File: config.mk
export PLATFORM = sky130hd
export DESIGN_NAME = bw_io_jp_bsr_tap_ctl
export DESIGN_NICKNAME = d
export VERILOG_FILES = /design/src/rtl/bw_io_jp_bsr_tap_ctl.sv
export SDC_FILE = /design/constraint.sdc
export NUM_CORES = 1
export LEC_CHECK = 0
export ABC_CLOCK_PERIOD_IN_PS = 2400
export CAP_MARGIN = 10
export CELL_PAD_IN_SITES_DETAIL_PLACEMENT = 1
export CELL_PAD_IN_SITES_GLOBAL_PLACEMENT = 1
export CORE_MARGIN = 1.5
export CORE_UTILIZATION = 35
export CTS_BUF_LIST = sky130_fd_sc_hd__clkbuf_4 sky130_fd_sc_hd__clkbuf_8
export CTS_CLUSTER_DIAMETER = 40
export CTS_CLUSTER_SIZE = 24
export DETAILED_ROUTE_END_ITERATION = 10
export DONT_BUFFER_PORTS = 1
export PLACE_DENSITY = 0.6
export SLEW_MARGIN = 20
export SYNTH_ARGS = -nofsm -noshare
export SYNTH_HDL_FRONTEND = slang
export SYNTH_SLANG_ARGS = --single-unit
File: constraint.sdc
create_clock -name clk -period 2.4 [get_ports clk]
set_input_delay 0.36 -clock clk [delete_from_list [all_inputs] [get_ports clk]]
set_output_delay 0.36 -clock clk [all_outputs]
set_load 0.01 [all_outputs]
File: src/rtl/bw_io_jp_bsr_tap_ctl.sv
// -----------------------------------------------------------------------------
// bw_io_jp_bsr_tap_ctl
//   JTAG TAP controller for the pad boundary-scan register (BSR) chain.
//   It owns the 16-state TAP FSM, the instruction register, the bypass and
//   IDCODE data registers, and the TDO mux. It also generates the shift,
//   capture and update controls plus the output-mode and hi-Z selects for
//   the per-pad scan cells.
//
// Ports
//   clk        TCK-domain clock; every state change happens on its rising edge
//   rst_l      synchronous active-low reset
//   tms, tdi   JTAG mode select / serial data in
//   tdo        registered serial data out
//   tdo_en     high in the cycle after each SHIFT_IR / SHIFT_DR cycle
//   bsr_si     serial input to the BSR chain head (tdi pass-through)
//   bsr_so     serial output from the BSR chain tail
//   shift_dr   BSR shift select
//   clock_dr   BSR capture/shift clock enable
//   update_dr  BSR update strobe
//   mode_ctl   1 = pads driven from the BSR update stage
//   bsr_hiz_l  0 = force all BSR-controlled pads hi-Z
//   ir_q       active (updated) instruction
// -----------------------------------------------------------------------------
module bw_io_jp_bsr_tap_ctl #(
   parameter int unsigned IR_W       = 4,
   parameter logic [31:0] IDCODE_VAL = 32'h0000_0001
) (
   input  logic            clk,
   input  logic            rst_l,
   input  logic            tms,
   input  logic            tdi,
   output logic            tdo,
   output logic            tdo_en,
   output logic            bsr_si,
   input  logic            bsr_so,
   output logic            shift_dr,
   output logic            clock_dr,
   output logic            update_dr,
   output logic            mode_ctl,
   output logic            bsr_hiz_l,
   output logic [IR_W-1:0] ir_q
);

   typedef enum logic [3:0] {
      TLR, RTI,
      SEL_DR, CAP_DR, SH_DR, EX1_DR, PAU_DR, EX2_DR, UPD_DR,
      SEL_IR, CAP_IR, SH_IR, EX1_IR, PAU_IR, EX2_IR, UPD_IR
   } tap_state_e;

   localparam logic [IR_W-1:0] OP_EXTEST  = IR_W'(4'b0000);
   localparam logic [IR_W-1:0] OP_SAMPLE  = IR_W'(4'b0001);
   localparam logic [IR_W-1:0] OP_IDCODE  = IR_W'(4'b0010);
   localparam logic [IR_W-1:0] OP_HIGHZ   = IR_W'(4'b0011);
   localparam logic [IR_W-1:0] OP_CLAMP   = IR_W'(4'b0100);
   localparam logic [IR_W-1:0] IR_CAPTURE = IR_W'(1);

   tap_state_e      state_q, state_d;
   logic [IR_W-1:0] ir_sr_q;
   logic [IR_W-1:0] ir_d;
   logic [31:0]     id_sr_q;
   logic            byp_q;
   logic            tdo_q, tdo_en_q;
   logic            shift_dr_q, clock_dr_q, update_dr_q;
   logic            mode_ctl_q, hiz_l_q;
   logic            sel_bsr, sel_id;

   // Data-register select follows the active instruction; every code that
   // is neither a BSR nor the IDCODE instruction falls back to bypass.
   assign sel_bsr = (ir_q == OP_EXTEST) || (ir_q == OP_SAMPLE);
   assign sel_id  = (ir_q == OP_IDCODE);

   // IEEE 1149.1 state transitions.
   always_comb begin
      // NOTE: every always_comb output gets a default first so no latch is inferred.
      state_d = state_q;
      unique case (state_q)
         TLR:    state_d = tms ? TLR    : RTI;
         RTI:    state_d = tms ? SEL_DR : RTI;
         SEL_DR: state_d = tms ? SEL_IR : CAP_DR;
         CAP_DR: state_d = tms ? EX1_DR : SH_DR;
         SH_DR:  state_d = tms ? EX1_DR : SH_DR;
         EX1_DR: state_d = tms ? UPD_DR : PAU_DR;
         PAU_DR: state_d = tms ? EX2_DR : PAU_DR;
         EX2_DR: state_d = tms ? UPD_DR : SH_DR;
         UPD_DR: state_d = tms ? SEL_DR : RTI;
         SEL_IR: state_d = tms ? TLR    : CAP_IR;
         CAP_IR: state_d = tms ? EX1_IR : SH_IR;
         SH_IR:  state_d = tms ? EX1_IR : SH_IR;
         EX1_IR: state_d = tms ? UPD_IR : PAU_IR;
         PAU_IR: state_d = tms ? EX2_IR : PAU_IR;
         EX2_IR: state_d = tms ? UPD_IR : SH_IR;
         UPD_IR: state_d = tms ? SEL_DR : RTI;
      endcase
   end

   // Next active instruction: reloaded to IDCODE whenever the FSM enters
   // TEST_LOGIC_RESET, loaded from the shift register on leaving UPDATE_IR.
   always_comb begin
      ir_d = ir_q;
      if (state_d == TLR) begin
         ir_d = OP_IDCODE;
      end else if (state_q == UPD_IR) begin
         ir_d = ir_sr_q;
      end
   end

   always_ff @(posedge clk) begin
      // NOTE: sequential state uses non-blocking assignments only, so every
      // register samples the pre-edge values of its neighbours.
      if (!rst_l) begin
         state_q     <= TLR;
         ir_q        <= OP_IDCODE;
         ir_sr_q     <= IR_CAPTURE;
         id_sr_q     <= IDCODE_VAL;
         byp_q       <= 1'b0;
         tdo_q       <= 1'b0;
         tdo_en_q    <= 1'b0;
         shift_dr_q  <= 1'b0;
         clock_dr_q  <= 1'b0;
         update_dr_q <= 1'b0;
         mode_ctl_q  <= 1'b0;
         hiz_l_q     <= 1'b1;
      end else begin
         state_q <= state_d;
         ir_q    <= ir_d;

         // Mode selects track the instruction, so they move only when ir_q does.
         mode_ctl_q <= (ir_d == OP_EXTEST) || (ir_d == OP_HIGHZ) || (ir_d == OP_CLAMP);
         hiz_l_q    <= (ir_d != OP_HIGHZ);

         // Decoded from the next state so each strobe is high exactly while
         // the FSM sits in the named state.
         clock_dr_q  <= sel_bsr && ((state_d == CAP_DR) || (state_d == SH_DR));
         shift_dr_q  <= sel_bsr && (state_d == SH_DR);
         update_dr_q <= sel_bsr && (state_d == UPD_DR);

         tdo_en_q <= 1'b0;
         case (state_q)
            CAP_IR: ir_sr_q <= IR_CAPTURE;
            SH_IR: begin
               tdo_q    <= ir_sr_q[0];
               tdo_en_q <= 1'b1;
               ir_sr_q  <= {tdi, ir_sr_q[IR_W-1:1]};
            end
            CAP_DR: begin
               if (sel_id) begin
                  id_sr_q <= IDCODE_VAL;
               end else if (!sel_bsr) begin
                  byp_q <= 1'b0;
               end
            end
            SH_DR: begin
               tdo_en_q <= 1'b1;
               if (sel_bsr) begin
                  tdo_q <= bsr_so;
               end else if (sel_id) begin
                  tdo_q   <= id_sr_q[0];
                  id_sr_q <= {tdi, id_sr_q[31:1]};
               end else begin
                  tdo_q <= byp_q;
                  byp_q <= tdi;
               end
            end
            // EXIT/PAUSE states leave every shift register untouched.
            default: ;
         endcase
      end
   end

   assign tdo       = tdo_q;
   assign tdo_en    = tdo_en_q;
   assign bsr_si    = tdi;
   assign shift_dr  = shift_dr_q;
   assign clock_dr  = clock_dr_q;
   assign update_dr = update_dr_q;
   assign mode_ctl  = mode_ctl_q;
   assign bsr_hiz_l = hiz_l_q;

endmodule
==> results by group <==
Setup path
  • Arrival @ worst endpoint: 2140 ps
  • R2R Setup Slk: 500 ps
  • Cells along the critical path: or4b_1 > or2_1 > buf_4 > o22ai_1
  • Kind of critical path: reg2reg
  • Crit end category: register
  • Largest fanout on the critical path: 23
  • Source of the worst register-to-register timing path: ir_q[1]$_SDFF_PN1_
  • Capture instance of the worst register-to-register path: id_sr_q[27]$_SDFFE_PN0P_
  • Depth of the most critical reg-to-reg path: 4
  • Data required time of the critical path: 2630 ps
  • Longest individual stage delay on the worst path: 500 ps
  • Type of origin of the critical path: register
  • Slowest stage cell, crit path: sky130_fd_sc_hd__dfxtp_1

Final layout
  • Storage element area: 0.00104 sq mm
  • Most used cells in the layout excluding fill and tap cells: sky130_fd_sc_hd__nand2_1, sky130_fd_sc_hd__dfxtp_1, sky130_fd_sc_hd__o22ai_1
  • Most common library cell in the layout ignoring fill and taps: sky130_fd_sc_hd__nand2_1
  • Area growth from synthesis to layout: 6.00%
  • Fillers: 679
  • Fraction of final layout cells sized beyond drive strength 1: 0.0669
  • Layout net count: 243
  • ANT cells: 0
  • Area of the multi-input gates: 901 sq um

Synth
  • Number of library cell types mapped by synthesis: 41
  • Net count after synthesis: 252
  • Top cell type by total area after synthesis: sky130_fd_sc_hd__dfxtp_1
  • Count of synthesis-stage warnings from yosys: 0
  • Netlist area before placement: 0.00209 sq mm
  • Area fraction of the dominant cell type after synthesis: 0.499
  • Avg Inst Size Synth: 8.44 sq um
  • Sequential element share of the synthesized area: 0.499
  • Primary flip-flop cell chosen by synthesis mapping: sky130_fd_sc_hd__dfxtp_1
  • Async SR Flop Fraction: 0
  • Cell count after synthesis: 247
  • EDFF count, synth: 0
  • Cell types with the largest area share after synthesis: sky130_fd_sc_hd__dfxtp_1, sky130_fd_sc_hd__o22ai_1, sky130_fd_sc_hd__nand2_1
  • Number of synthesized register bits: 52

Routing
  • Final antenna-violating net count: 0
  • Top layer reached by signal wires: met4
  • Met2 WL: 2.03 mm
  • Iteration-0 DRC count of the detailed router: 96
  • Initial DRT Pass Iterations: 4
  • Amount of wire on met3 after detailed routing: 182 um
  • Total via count in the routed design: 1678
  • Final routed wirelength across all metal layers: 4.56 mm
  • DRC Markers: 0
  • Number of vias per cell after detailed routing: 5.40
  • Metal-1 WL: 2.28 mm
  • Average wire per cell in the routed design: 14.7 um

Die
  • Height of the die: 80.2 um
  • Chip width: 80.2 um
  • Die Area: 0.00643 sq mm
  • Placeable core area: 0.00564 sq mm
  • Placement row count: 27
  • Effective utilization at floorplan: 0.370
  • I/O Pins: 17

Clock network
  • Number of setup buffers added after CTS: 0
  • Clock tree sinks: 52
  • Number of H-tree levels: 2
  • Number of CTS-inserted buffers: 5
  • Clock transition at the registers of the reported paths: 90 ps
  • CTS tree: built
  • Worst-skew pair later-pin latency: 300 ps
  • Worst-case clock buffer depth: 2
  • CTS-repair resized insts: 0
  • Root buffer cell: sky130_fd_sc_hd__clkbuf_8
  • Total of hold buffers inserted after clock tree synthesis: 0

Global routing
  • Wire length of the first global-routing pass: 7.73 mm
  • Total GRT Usage: 0.155
  • Total global routing overflow: 0
  • Antenna violations before repair: 0
  • Pin count of the biggest net entering global routing: 42
  • Vias in the first global route: 1614

STA
  • Worst hold margin: 125 ps
  • Final hold violation count: 0
  • Achievable clock frequency: 0.525 GHz
  • Total count of max-transition violations in the final report: 0
  • Worst Max-Slew Pin Slew: 323 ps
  • Layout Skew: 2.46 ps
  • Slew HR: 0.779
  • Crit share post-route: 0.794
  • Setup-failing EPs final: 0
  • Summed negative setup slack over all endpoints: 0 ps
  • Unrepaired setup endpoints after global routing: no
  • Final Critical Period: 1900 ps

Pwr
  • Leakage dissipation: 0.740 nW
  • Power density over cell area: 716 mW/mm^2
  • Power after layout: 0.00158 W
  • Largest voltage drop on the vdd net: 0.000291 V

Worst hold path
  • Cell depth of the worst hold path: 1
  • Hold Path Class: in2reg
  • Worst Min Path Start: rst_l
  • Hold-critical path endpoint: id_sr_q[0]$_SDFFE_PN1P_

Placement
  • Buffers added on ports: 0
  • Global placer's final weighted congestion: 0.721
  • Detailed-placement wirelength estimate: 2.98 mm

Status
  • Status: finished clean

Job
  • Number of maximum-capacitance violations: 0
logic make-up after synthesis:
family	count (synthesis)	synth area share
and+or+nand+nor	97	0.216
AOI/OAI and AO/OA	68	0.203
DFF	52	0.499
xor gates and xnor gates	2	0.00840
muxes	1	0.00480
buffers and inverters	27	0.0690
area by class of cell:
type,instances,area share
clock inverter,2,0.0175
sequential,52,0.471
clock buffer,6,0.0345
tap,72,0.0407
timing repair buffer,6,0.0204
inverter,5,0.00849
multi-input combinational,168,0.407
worst max path at each step:
stage,from,to,slack [ps],cells after the start
2_1_floorplan,state_q[2]$_SDFF_PN0_,id_sr_q[10]$_SDFFE_PN0P_,740,7
3_3_place_gp,state_q[1]$_SDFF_PN0_,id_sr_q[26]$_SDFFE_PN0P_,530,4
3_5_place_dp,ir_q[1]$_SDFF_PN1_,id_sr_q[18]$_SDFFE_PN0P_,500,4
4_1_cts,ir_q[1]$_SDFF_PN1_,id_sr_q[27]$_SDFFE_PN0P_,480,4
5_1_grt,ir_q[1]$_SDFF_PN1_,id_sr_q[27]$_SDFFE_PN0P_,380,4
6_report,ir_q[1]$_SDFF_PN1_,id_sr_q[27]$_SDFFE_PN0P_,500,4
power breakdown:
part           total (W)  switching [W]  internal, W
Clock           0.000623       0.000296     0.000327
Sequential      0.000874     0.00000513     0.000869
Combinational  0.0000865      0.0000569    0.0000297
Total            0.00158       0.000358      0.00123
critical path: cells and delay by family (launching register included):
kind | cells | cell delay, ps
and+or+nand+nor | 2 | 880
DFF | 1 | 500
buffers and inverters | 1 | 270
AOI/OAI and AO/OA | 1 | 190
flip-flops by register name (all words and copies together) (netlist names):
register   cells
bsr_hiz_l      1
byp_q          1
clock_dr       1
id_sr_q       32
ir_q           4
ir_sr_q        4
mode_ctl       1
shift_dr       1
state_q        4
tdo            1
tdo_en         1
update_dr      1
synthesized netlist by cell type, types with 2 or more instances:
cell / instances
sky130_fd_sc_hd__a211oi_1: 2
sky130_fd_sc_hd__a21oi_1: 13
sky130_fd_sc_hd__a31oi_1: 2
sky130_fd_sc_hd__and2_1: 2
sky130_fd_sc_hd__buf_2: 4
sky130_fd_sc_hd__buf_4: 2
sky130_fd_sc_hd__buf_6: 4
sky130_fd_sc_hd__clkbuf_1: 11
sky130_fd_sc_hd__dfxtp_1: 52
sky130_fd_sc_hd__inv_1: 5
sky130_fd_sc_hd__nand2_1: 54
sky130_fd_sc_hd__nand2b_1: 2
sky130_fd_sc_hd__nand3_1: 8
sky130_fd_sc_hd__nand3b_1: 2
sky130_fd_sc_hd__nand4_1: 2
sky130_fd_sc_hd__nor2_1: 9
sky130_fd_sc_hd__nor3_1: 6
sky130_fd_sc_hd__nor4_1: 2
sky130_fd_sc_hd__o211ai_1: 2
sky130_fd_sc_hd__o21ai_0: 7
sky130_fd_sc_hd__o22ai_1: 33
sky130_fd_sc_hd__or3_1: 2
sky130_fd_sc_hd__or4b_1: 2
sky130_fd_sc_hd__xnor2_1: 2
metal layers:
layer,vias to the layer above,global-route usage
met3,7,0.0443
met5,-,0
met2,17,0.234
met4,0,0.0621
li1,857,-
met1,797,0.206
through the flow:
| stage | util | worst slack, ps | area [sq um] | instances |
|---|---|---|---|---|
| after global routing | 0.392 | 376 | 2210 | 311 |
| after global placement | 0.371 | 532 | 2100 | 303 |
| after CTS | 0.392 | 479 | 2210 | 311 |
| after detailed placement | 0.371 | 495 | 2100 | 303 |
| final | 0.392 | 496 | 2210 | 311 |
| after floorplan | - | 743 | 2090 | 247 |
Power figures use the tool's default switching activity.
